File: src/rtl/fifo_burst_reader.sv
// fifo_burst_reader: drains a FIFO read port in bursts of up to BURST_LEN words.
// A 2-entry skid buffer absorbs the FIFO's 1-cycle read latency and feeds a
// valid/ready stream; out_last tags the final word of each burst. A FIFO holding
// fewer than BURST_LEN words is flushed as a short burst after TIMEOUT idle cycles.
module fifo_burst_reader #(
  parameter int WIDTH     = 8,
  parameter int PTR       = 4,
  parameter int BURST_LEN = 8,
  parameter int TIMEOUT   = 16
) (
  input  logic             rdclk,
  input  logic             reset,
  output logic             fifo_rden,
  input  logic [WIDTH-1:0] fifo_dataout,
  input  logic             fifo_rdempty,
  input  logic [PTR:0]     fifo_rdusedw,
  output logic             out_valid,
  output logic [WIDTH-1:0] out_data,
  output logic             out_last,
  input  logic             out_ready,
  output logic [15:0]      burst_cnt
);

  localparam int          TW      = (TIMEOUT > 1) ? $clog2(TIMEOUT) : 1;
  localparam logic [PTR:0] BLEN   = (PTR+1)'(BURST_LEN);
  localparam logic [TW-1:0] TLAST = TW'(TIMEOUT - 1);

  typedef enum logic [1:0] {IDLE, BURST, FLUSH} state_t;

  state_t         state;
  logic [PTR:0]   remaining;
  logic [TW-1:0]  timer;
  logic           inflight;
  logic           inflight_last;

  // skid entries: e0 is the head and drives the stream directly
  logic             v0, v1;
  logic [WIDTH-1:0] d0, d1;
  logic             l0, l1;

  logic       pop;
  logic       push;
  logic [1:0] level;

  assign out_valid = v0;
  assign out_data  = d0;
  assign out_last  = l0;

  assign pop  = v0 & out_ready;
  assign push = inflight;

  // Occupancy counts the word leaving this cycle as already gone, so a full
  // pipeline (one buffered, one in flight) keeps reading while the sink drains
  // it; this is what sustains one word per cycle. Worst case stays at 2 entries.
  assign level = {1'b0, v0} + {1'b0, v1} + {1'b0, inflight} - {1'b0, pop};

  // Reset gates the request so no word is popped from the FIFO only to be discarded.
  assign fifo_rden = !reset && (state == BURST) && !fifo_rdempty &&
                     (remaining != '0) && (level < 2'd2);

  // Burst control FSM plus the read-latency tracker
  always_ff @(posedge rdclk) begin
    if (reset) begin
      state         <= IDLE;
      remaining     <= '0;
      timer         <= '0;
      burst_cnt     <= '0;
      inflight      <= 1'b0;
      inflight_last <= 1'b0;
    end else begin
      inflight      <= fifo_rden;
      inflight_last <= fifo_rden && (remaining == (PTR+1)'(1));
      case (state)
        IDLE: begin
          if (fifo_rdusedw >= BLEN) begin
            state     <= BURST;
            remaining <= BLEN;
            timer     <= '0;
          end else if (fifo_rdusedw != '0) begin
            if (timer == TLAST) begin
              state     <= BURST;
              remaining <= fifo_rdusedw;
              timer     <= '0;
            end else begin
              timer <= timer + 1'b1;
            end
          end else begin
            timer <= '0;
          end
        end
        BURST: begin
          if (remaining == '0)
            state <= FLUSH;
          else if (fifo_rden)
            remaining <= remaining - 1'b1;
        end
        FLUSH: begin
          if (!inflight && !v0 && !v1) begin
            state     <= IDLE;
            burst_cnt <= burst_cnt + 16'd1;
          end
        end
        default: state <= IDLE;
      endcase
    end
  end

  // Two-entry skid: captured words enter behind the head, pops shift forward
  always_ff @(posedge rdclk) begin
    if (reset) begin
      v0 <= 1'b0;
      v1 <= 1'b0;
      d0 <= '0;
      d1 <= '0;
      l0 <= 1'b0;
      l1 <= 1'b0;
    end else begin
      case ({push, pop})
        2'b10: begin
          if (!v0) begin
            v0 <= 1'b1;
            d0 <= fifo_dataout;
            l0 <= inflight_last;
          end else begin
            v1 <= 1'b1;
            d1 <= fifo_dataout;
            l1 <= inflight_last;
          end
        end
        2'b01: begin
          v0 <= v1;
          d0 <= d1;
          l0 <= l1 & v1;
          v1 <= 1'b0;
          l1 <= 1'b0;
        end
        2'b11: begin
          if (v1) begin
            d0 <= d1;
            l0 <= l1;
            d1 <= fifo_dataout;
            l1 <= inflight_last;
          end else begin
            d0 <= fifo_dataout;
            l0 <= inflight_last;
          end
        end
        default: ;
      endcase
    end
  end

endmodule
File: config.mk
export PLATFORM = sky130hd
export DESIGN_NAME = fifo_burst_reader
export DESIGN_NICKNAME = d
export VERILOG_FILES = /design/src/rtl/fifo_burst_reader.sv
export SDC_FILE = /design/constraint.sdc
export NUM_CORES = 1
export LEC_CHECK = 0
export ABC_CLOCK_PERIOD_IN_PS = 3600
export BUFFER_PORTS_ARGS = -buffer_cell sky130_fd_sc_hd__buf_2
export CAP_MARGIN = 40
export CELL_PAD_IN_SITES_DETAIL_PLACEMENT = 0
export CELL_PAD_IN_SITES_GLOBAL_PLACEMENT = 1
export CORE_MARGIN = 2
export CORE_UTILIZATION = 41
export DETAILED_ROUTE_END_ITERATION = 8
export PLACE_DENSITY = 0.82
export SLEW_MARGIN = 0
export SYNTH_ARGS = -nofsm -noshare
export SYNTH_HDL_FRONTEND = slang
export SYNTH_SLANG_ARGS = --single-unit
File: constraint.sdc
create_clock -name rdclk -period 3.6 [get_ports rdclk]
set_input_delay 0 -clock rdclk [delete_from_list [all_inputs] [get_ports rdclk]]
set_output_delay 0 -clock rdclk [all_outputs]
set_load 0.01 [all_outputs]
# Yosys cells after proc, flatten, opt, wreduce, memory -nomap -nowiden
# Cells that the tools add are included.
# totals
regBits	49
word_cells	95
# classes
order_cmp	2
n_reduce_logical	27
addsub	6
n_bitwise	2
mux	30
n_eq_ne	16
# op_table
operator	count
$mux 8	4
$mux 5	5
$pmux 8 s3	1
$add 16x1->16 const B	1
$pmux 8 s2	1
$mux 4	3
$ne 2x2->1 const B	6
$mux 2	5
$pmux 5 s2	1
$reduce_bool 5->1	2
$logic_and 1x1->1	7
$eq 2x2->1 const B	3
$ne 3x3->1 const B	2
$pmux 1 s3	2
$pmux 2 s3	1
$reduce_and 2->1	3
$reduce_and 3->1	2
$reduce_bool 2->1	3
$eq 5x1->1 const B	1
$ge 5x4->1 const B	1
$logic_not 1->1	5
$logic_not 5->1	1
$mux 1	5
$reduce_and 5->1	1
14 further kinds	17

# Longest topological paths before layout
# Gate-level depths: netlist of run 1.
# depth
word_depth	8
depth_mapped	8
mapped_depth_nobuf	7

# Worst setup path after synthesis of run 1
# No wires, ideal clock.
# synth_path
path_kind	register -> register
start	reg v0 (netlist: out_valid)
end	reg remaining[1]
n_path_buf	1
setup_time_ns	0.121
slack_ns	0.963
t_required_ns	3.479
arrival_ns	2.516
stages_incl_launch_ff	9
path_cell_list	dfxtp_1 > nand2_1 > clkbuf_1 > ha_1 > ha_1 > a21oi_1 > xnor2_1 > a2bb2oi_1 > mux2_2
# synth_between
elab_chain_len	7
# synth_rtl
element	line	text
start, declared	37	logic v0, v1;
start signal, assigned	131	v0 <= v1;
$add 1x1->2	55	assign level = {1'b0, v0} + {1'b0, v1} + {1'b0, inflight} - {1'b0, pop};
$add 2x1->2	55	
$sub 2x1->2 *	55	
$lt 2x2->1 *	59	(remaining != '0) && (level < 2'd2);
$logic_and 1x1->1 *	59	
$ne 2x2->1 (no line) *	n/a	
$reduce_and 5->1 (no line) *	n/a	
end signal, assigned	82	remaining <= fifo_rdusedw;
end signal, assigned	95	remaining <= remaining - 1'b1;
end, declared	31	logic [PTR:0] remaining;
# Every way passes the cells marked *; elsewhere a longest branch is shown, timed or not.
# A chain may end at the register's enable or synchronous reset.

# Worst setup path in the final report of run 1
# Same ends and word-level chain as after synthesis.

==> impl_metrics.sql, run 1 <==
INSERT INTO impl_metrics (metric_group, metric, value, unit) VALUES
('yosys', 'synthCells', '280', ''),
('global_routing', 'grt_pass1_wl', '9.094', 'mm'),
('worst_setup_path', 'critical_path.endpoint_type', 'flop', ''),
('pwr', 'power.total', '1362', 'uW'),
('sta', 'timing.clock.skew', '0.009650', 'ns'),
('worst_setup_path', 'worstSetupEndpoint', 'remaining[1]', ''),
('worst_setup_path', 'cpPeakStageDelay', '0.49', 'ns'),
('clock_tree', 'numCtsBuffers', '5', ''),
('global_routing', 'first_global_vias', '2031', ''),
('floorplanning', 'dieArea', '6542', 'sq um'),
('worst_setup_path', 'reg2reg_setup_slack', '0.66', 'ns'),
('worst_setup_path', 'critical_path_cell_count', '7', ''),
('sta', 'finalWorstPathRequiredPeriod', '2.935', 'ns'),
('job', 'drv_cap', '0', ''),
('sta', 'grt_setup_unrepaired', 'false', ''),
('pwr', 'comb_power_share', '27.3', '%'),
('yosys', 'avgSynthCellArea', '8.656', 'sq um'),
('pwr', 'clock_power_share', '25.4', '%'),
('global_routing', 'grt_usage', '17.35', '%'),
('final_layout', 'drive_gt1_share', '17.48', '%'),
('clock_tree', 'max_root_sink_buffers', '2', ''),
('yosys', 'synthArstFlopShare', '0', '%'),
('drt', 'drtPass1Iterations', '6', ''),
('yosys', 'post_synth_mux_area_share', '5.937', '%'),
('worst_setup_path', 'worst-endpoint-required', '3.80', 'ns'),
('drt', 'via_count', '2184', ''),
('pwr', 'swShare', '34.24', '%'),
('sta', 'report.final.slew_viol_count', '0', ''),
('clock_tree', 'cts.sink_count', '49', ''),
('worst_setup_path', 'arrival', '3.13', 'ns'),
('yosys', 'yosys.area_share.xor_xnor', '2.891', '%'),
('yosys', 'synth.net_count', '308', ''),
('worst_setup_path', 'setup.worst_path.start', 'out_valid', ''),
('sta', 'timing.setup.tns', '0', 'ns'),
('yosys', 'yosysWarningCount', '0', ''),
('pwr', 'worst_ir_drop_vdd', '0.2688', 'mV'),
('yosys', 'ys_ff_latch', '49', ''),
('worst_setup_path', 'crit_path_max_fanout', '12', ''),
('worst_hold_path', 'timing.hold.worst.class', 'in -> reg', ''),
('global_routing', 'gr-total-overflow', '0', ''),
('sta', 'timing.final.hold_violations', '0', ''),
('worst_setup_path', 'timing_worst_setup_path_type', 'reg -> reg', ''),
('worst_setup_path', 'critical_register_to_register_path_startpoint', 'out_valid', ''),
('worst_setup_path', 'critical_path.reg2reg.endpoint', 'remaining[1]', ''),
('clock_tree', 'post_cts.resized_instances', '0', ''),
('placed_design', 'place.port_buffers', '43', ''),
('floorplanning', 'floorplan.core_area', '5816', 'sq um'),
('final_layout', 'finish.instance_area', '2858', 'sq um'),
('placed_design', 'dp_cells', '385', ''),
('yosys', 'netlist-cell-type-count', '44', ''),
('pwr', 'power_per_unit_of_standard_cell_area', '476.6', 'nW/um^2'),
('worst_setup_path', 'worst_path_dominant_cell_family', 'adder cells', ''),
('worst_setup_path', 'critical-path-top-cell-by-count', 'ha_1', ''),
('yosys', 'synth_top_flop_cell', 'dfxtp_1', ''),
('placed_design', 'placedInstanceArea', '2684', 'sq um'),
('global_routing', 'antenna_found_initial', '0', ''),
('drt', 'number_of_nets_still_failing_antenna_checks_after_routing', '0', ''),
('final_layout', 'synthesis_to_layout_area_growth', '17.91', '%'),
('sta', 'min_period_over_period', '81.54', '%'),
('sta', 'timing.max_slew.rel_slack', '42.37', '%'),
('run_status', 'outcome', 'complete, no violations', ''),
('final_layout', 'final_net_count', '353', ''),
('yosys', 'synth_area', '2424', 'sq um'),
('clock_tree', 'cts_tree', 'yes', ''),
('drt', 'routedWlPerCell', '13.51', 'um'),
('yosys', 'synth-edff-count', '0', ''),
('sta', 'max_clock_freq', '340.7', 'MHz'),
('placed_design', 'finalWeightedCongestion', '0.7930', ''),
('worst_hold_path', 'hold_path_startpoint', 'fifo_rdusedw[2]', ''),
('drt', '1st_iter_drt_viols', '140', ''),
('pwr', 'power.sequential.fraction', '47.3', '%');
## timing repair
item	4_1_cts	5_1_grt
hold endpoints to repair	8	0
hold buffers	8	0
setup buffers	0	0
## layout make-up
type / count / area, sq um
clock buffer: 5 / 68.82
clock inverter: 3 / 25.02
fill: 593 / 2958
inverter: 7 / 26.28
multi-input combinational: 210 / 1360
sequential: 49 / 980.9
tap: 75 / 93.84
timing repair buffer: 52 / 302.8
## layer usage
layer	vias to the layer above	wire, um	track usage [%]
li1	1116	-	-
met1	1024	2557	21.91
met2	42	2601	30.00
met3	2	231	3.222
met4	0	25	5.254
met5	-	0	0
## cells in the final DEF (no fill, tap or decap), types with 6 or more instances in the layout
master,count
dfxtp_1,49
nor2_1,45
buf_2,43
nor3_1,16
nand2_1,13
a21oi_1,13
mux2i_1,11
ha_1,11
or3_1,9
a222oi_1,8
dlygate4sd3_1,8
inv_1,7
nand3_1,7
xnor2_1,6
nand2b_1,6
nor2b_1,6
o21ai_0,6
## tightest hold or removal path, delay by kind of cell
kind                   cells  cell delay (ns)
AO/OA/AOI/OAI              2             0.24
buffers and inverters      1             0.11
## flip-flops by register name, indices dropped and copies added (netlist names)
name,cells
l1,1
inflight,1
v1,1
inflight_last,1
out_last,1
remaining,5
state,2
d1,8
burst_cnt,16
out_data,8
out_valid,1
timer,4
## synthesized netlist by cell type (6+ instances only)
cell	instances	share of area, %
nor2b_1	6	1.5
clkbuf_1	11	1.7
ha_1	11	5.7
nor3_1	16	3.3
inv_1	7	1.1
a222oi_1	8	3.3
xnor2_1	6	2.2
nand3_1	7	1.4
o21ai_0	6	1.2
mux2i_1	11	4.5
a21oi_1	13	2.7
dfxtp_1	49	40
nand2b_1	6	1.5
nor2_1	45	7.0
nand2_1	13	2.0
or3_1	9	2.3
## power by group through the flow
stage / logic (uW) / registers, uW / clock network (uW)
after floorplan: 272 / 653 / 0
after global placement: 363 / 654 / 0
after detailed placement: 363 / 657 / 0
after CTS: 372 / 644 / 358
after global routing: 423 / 656 / 377
final: 372 / 644 / 346
## through the flow
stage / utilization (%) / setup slack [ns] / hold slack [ns]
after floorplan: - / 0.9629 / 0.1472
after global placement: 46.15 / 0.7941 / 0.2608
after detailed placement: 46.15 / 0.7244 / 0.2665
after CTS: 49.14 / 0.7031 / 0.07968
after global routing: 49.14 / 0.3934 / 0.1177
final: 49.14 / 0.6647 / 0.09632
## worst min-delay path by stage
stage	cells after the start	end
after floorplan	2	d1[0]
after global placement	3	d1[3]
after detailed placement	3	d1[7]
after CTS	3	remaining[2]
after global routing	3	remaining[2]
final	3	remaining[2]
## cells by family (layout without fill, tap and decap cells)
kind of cell / Yosys count / in the layout
XOR/XNOR: 8 / 8
flip-flops: 49 / 49
buffers and inverters: 21 / 67
AO/OA/AOI/OAI: 51 / 51
AND/OR/NAND/NOR: 126 / 126
adder cells (fa/ha/maj): 11 / 11
multiplexers: 14 / 14
No activity file was read; power rests on OpenSTA's default activity.
==> inputs of run 2 (changes only) <==
Settings changed: ABC_AREA set to 1, ABC_CLOCK_PERIOD_IN_PS 3600 to 2700, CORE_UTILIZATION 41 to 36, PLACE_DENSITY 0.82 to 0.79.
Clock period 3.6 ns to 2.7 ns, I/O delays scaled along.
==> run 2 against run 1 <==
Clock skew grew 0.0079 ns. Combinational power grew 50%. Non-clock buffer count shrank 1. Setup slack lost 0.012 ns. Utilization shrank 6.0 points. Global-route usage shrank 1.6 points. Clock power grew 32%. Sequential power grew 37%. Critical path depth grew 5. Clock-buffer cell count is the same. Final cell count grew 33%. Critical endpoint is now remaining[2]. Highest routed layer unchanged.
==> impl_metrics.sql, run 2 <==
INSERT INTO impl_metrics (metric_group, metric, value, unit) VALUES
('drt', 'via_count', '2466', ''),
('clock_tree', 'clock_transition_at_the_registers_of_the_reported_paths', '0.11', 'ns'),
('floorplanning', 'dieArea', '7947', 'sq um'),
('sta', 'worst_tran_pin_value', '0.7865', 'ns'),
('final_layout', 'final_net_count', '462', ''),
('pwr', 'worst_ir_drop_vdd', '0.2464', 'mV'),
('final_layout', 'synthesis_to_layout_area_growth', '17.88', '%'),
('global_routing', 'gr-total-overflow', '0', ''),
('job', 'drv_cap', '0', ''),
('placed_design', 'dp_cells', '518', ''),
('sta', 'grt_setup_unrepaired', 'false', ''),
('floorplanning', 'initial_core_util', '36.57', '%'),
('final_layout', 'antenna-diode-count', '0', ''),
('drt', 'drtPass1Iterations', '4', ''),
('yosys', 'avgSynthCellArea', '6.779', 'sq um'),
('worst_hold_path', 'hold_path_startpoint', 'fifo_rdusedw[4]', ''),
('placed_design', 'finalWeightedCongestion', '0.7413', ''),
('floorplanning', 'rows', '31', ''),
('floorplanning', 'floorplan.core_area', '7137', 'sq um'),
('global_routing', 'first_global_vias', '2204', ''),
('drt', 'detail_route.wirelength', '6.008', 'mm'),
('sta', 'report.final.slew_viol_count', '0', ''),
('drt', 'routedWlPerCell', '11.25', 'um'),
('floorplanning', 'die-height', '89.15', 'um'),
('global_routing', 'grt_usage', '15.71', '%'),
('global_routing', 'grt_use_met3', '3.232', '%'),
('global_routing', 'global_route.usage.met1', '20.49', '%'),
('global_routing', 'grt.busiest_layer', 'met2', ''),
('worst_setup_path', 'critical_path.reg2reg.endpoint', 'remaining[2]', ''),
('global_routing', 'maximum_number_of_pins_on_one_net_before_global_route_repair', '30', ''),
('pwr', 'power.internal', '1202', 'uW'),
('yosys', 'synth_top_cell_by_area', 'dfxtp_1', ''),
('placed_design', 'dp.final_hpwl', '4.387', 'mm'),
('final_layout', 'drive_gt1_share', '14.02', '%'),
('drt', 'drt-vias-per-instance', '4.618', ''),
('yosys', 'synth_commonest_cells', 'nand2_1 (74), inv_1 (64), dfxtp_1 (49)', ''),
('clock_tree', 'max_root_sink_buffers', '2', ''),
('floorplanning', 'ios', '44', ''),
('worst_hold_path', 'min_delay_path_depth', '4', ''),
('sta', 'timing.setup.tns', '0', 'ns'),
('pwr', 'clock_power_share', '24.1', '%'),
('worst_setup_path', 'worst_setup_path_start_kind', 'flop', ''),
('yosys', 'synth-edff-count', '0', ''),
('final_layout', 'layout_commonest_cell', 'nand2_1', ''),
('global_routing', 'grt_pass1_wl', '9.936', 'mm'),
('yosys', 'yosys.cell_count.top_type', 'nand2_1', ''),
('worst_setup_path', 'timing.reg2reg.worst_path_depth', '12', ''),
('pwr', 'power.net_switching', '695.3', 'uW'),
('placed_design', 'place.port_buffers', '43', ''),
('sta', 'timing.final.hold_violations', '0', ''),
('worst_setup_path', 'crit_path_max_fanout', '7', ''),
('yosys', 'synth_top_flop_cell', 'dfxtp_1', ''),
('worst_setup_path', 'arrival', '2.28', 'ns'),
('yosys', 'synth_largest_type_area_fraction', '37.58', '%'),
('yosys', 'synthCells', '385', ''),
('pwr', 'comb_power_share', '29.4', '%'),
('clock_tree', 'clk_root_buffer_cell', 'clkbuf_8', ''),
('pwr', 'power_per_unit_of_standard_cell_area', '616.6', 'nW/um^2'),
('worst_hold_path', 'timing.hold.worst.class', 'in -> reg', ''),
('floorplanning', 'floorplan.die.width', '89.15', 'um'),
('sta', 'timing.max_slew.rel_slack', '47.51', '%'),
('worst_hold_path', 'worstHoldEndpoint', 'timer[1]', ''),
('yosys', 'post_synthesis_sequential_area_ratio', '37.58', '%'),
('yosys', 'yosysWarningCount', '0', ''),
('final_layout', 'number_of_cells_in_the_finished_layout_apart_from_fillers', '534', ''),
('sta', 'max_clock_freq', '488.4', 'MHz'),
('yosys', 'netlist-cell-type-count', '31', ''),
('sta', 'timing.clock.skew', '0.01758', 'ns'),
('final_layout', 'most-common-layout-cells', 'nand2_1 (74), inv_1 (64), dfxtp_1 (49)', ''),
('yosys', 'ys_ff_latch', '49', ''),
('pwr', 'power.sequential.fraction', '46.5', '%'),
('sta', 'min_period_over_period', '75.84', '%'),
('clock_tree', 'cts_tree', 'yes', ''),
('clock_tree', 'numCtsBuffers', '5', ''),
('clock_tree', 'clock_latency', '0.31', 'ns'),
('global_routing', 'groute.layer.met2.usage', '26.40', '%'),
('clock_tree', 'post-cts-setup-buffer-count', '0', ''),
('yosys', 'synth_area', '2610', 'sq um'),
('worst_setup_path', 'reg2reg_setup_slack', '0.65', 'ns'),
('yosys', 'synth.net_count', '413', ''),
('yosys', 'synthTopCellsByArea', 'dfxtp_1 (38%), nand2_1 (11%), inv_1 (9.2%)', ''),
('clock_tree', 'htree_num_levels', '2', ''),
('global_routing', 'antenna_found_initial', '0', ''),
('final_layout', 'largest_register_ff_count', '16', ''),
('final_layout', 'regMostFlops', 'burst_cnt', ''),
('sta', 'finalWorstPathRequiredPeriod', '2.048', 'ns'),
('pwr', 'power.leakage', '0.001425', 'uW'),
('drt', 'number_of_nets_still_failing_antenna_checks_after_routing', '0', ''),
('worst_setup_path', 'critical_register_to_register_path_startpoint', 'out_valid', ''),
('yosys', 'synthArstFlopShare', '0', '%'),
('run_status', 'outcome', 'complete, no violations', ''),
('worst_setup_path', 'timing_worst_setup_path_type', 'reg -> reg', ''),
('pwr', 'swShare', '36.65', '%'),
('drt', '1st_iter_drt_viols', '123', ''),
('worst_setup_path', 'worst-endpoint-required', '2.93', 'ns'),
('worst_setup_path', 'critical_path.endpoint_type', 'flop', ''),
('drt', 'drc', '0', ''),
('sta', 'final-setup-viol-count', '0', ''),
('clock_tree', 'cts.sink_count', '49', '');
==> run 2: changes by cell type after synthesis, sizes merged, moves of 7 or more <==
| cell | change |
|---|---|
| clkbuf | -9 |
| nor3 | -10 |
| nand3 | +14 |
| a222oi | -8 |
| inv | +57 |
| o22ai | +7 |
| nand2 | +62 |
| o21ai | +27 |
| mux2i | -11 |
| a21oi | +20 |
| or3 | -9 |
==> run 2: worst max-delay path by stage <==
stage,start,to,slack [ns]
after floorplan,out_valid,remaining[0],0.82
after CTS,out_valid,remaining[2],0.65
final,out_valid,remaining[2],0.65
after global placement,out_valid,remaining[0],0.76
after global routing,out_valid,remaining[4],0.41
after detailed placement,out_valid,remaining[4],0.70
==> run 2: metrics by stage <==
| stage | hold WS [ns] | util [%] | total power, uW | worst slack (ns) | cell area [sq um] |
|---|---|---|---|---|---|
| after floorplan | 0.1421 | - | 1299 | 0.8156 | 2610 |
| after global placement | 0.2576 | 40.67 | 1447 | 0.7608 | 2903 |
| after detailed placement | 0.2622 | 40.67 | 1449 | 0.7037 | 2903 |
| after CTS | 0.05332 | 43.11 | 1921 | 0.6542 | 3077 |
| after global routing | 0.07885 | 43.11 | 2047 | 0.4124 | 3077 |
| final | 0.06157 | 43.11 | 1897 | 0.6524 | 3077 |
==> run 2: layout make-up <==
cell class	instances	area [sq um]
Multi-Input combinational cell	263	1343
Clock buffer	5	68.82
Tap cell	99	123.9
Timing Repair Buffer	51	295.3
Inverter	64	240.2
Sequential cell	49	980.9
Clock inverter	3	25.02
Fill cell	770	4060
==> run 2: critical path, stage by stage, from the launching register on <==
cell	delay (ns)
dfxtp_1	0.42
nand2_1	0.12
ha_1	0.34
ha_1	0.28
nand2_1	0.08
nand2_1	0.05
nand2_1	0.05
nand2_1	0.04
nand2_1	0.12
nand2_2	0.12
nand2_1	0.14
nand2_1	0.06
a21oi_1	0.13
==> run 2: logic make-up after synthesis <==
family                   after synthesis  share of synthesized area (%)
AND/OR/NAND/NOR                      163                          27.04
flip-flops                            49                          37.58
adder cells (fa/ha/maj)               11                          5.273
buffers and inverters                 73                          10.98
AO/OA/AOI/OAI                         87                          18.46
XOR/XNOR                               2                         0.6713
==> run 2: repair_timing <==
action	4_1_cts	5_1_grt
endpoints found under the hold margin	8	0
hold buffers	8	0
gates resized for setup	0	0
==> run 2: layer usage <==
layer / vias to the layer above / part of all wire [%]
li1: 1341 / -
met1: 1084 / 50
met2: 34 / 45
met3: 7 / 3.1
met4: 0 / 1.2
met5: - / 0
==> run 2: power groups by stage <==
stage                     Clock [uW]  Sequential [uW]  Combinational, uW
final                            457              883                558
after global placement             0              897                550
after detailed placement           0              898                552
after CTS                        475              882                563
after global routing             504              896                647
after floorplan                    0              898                401
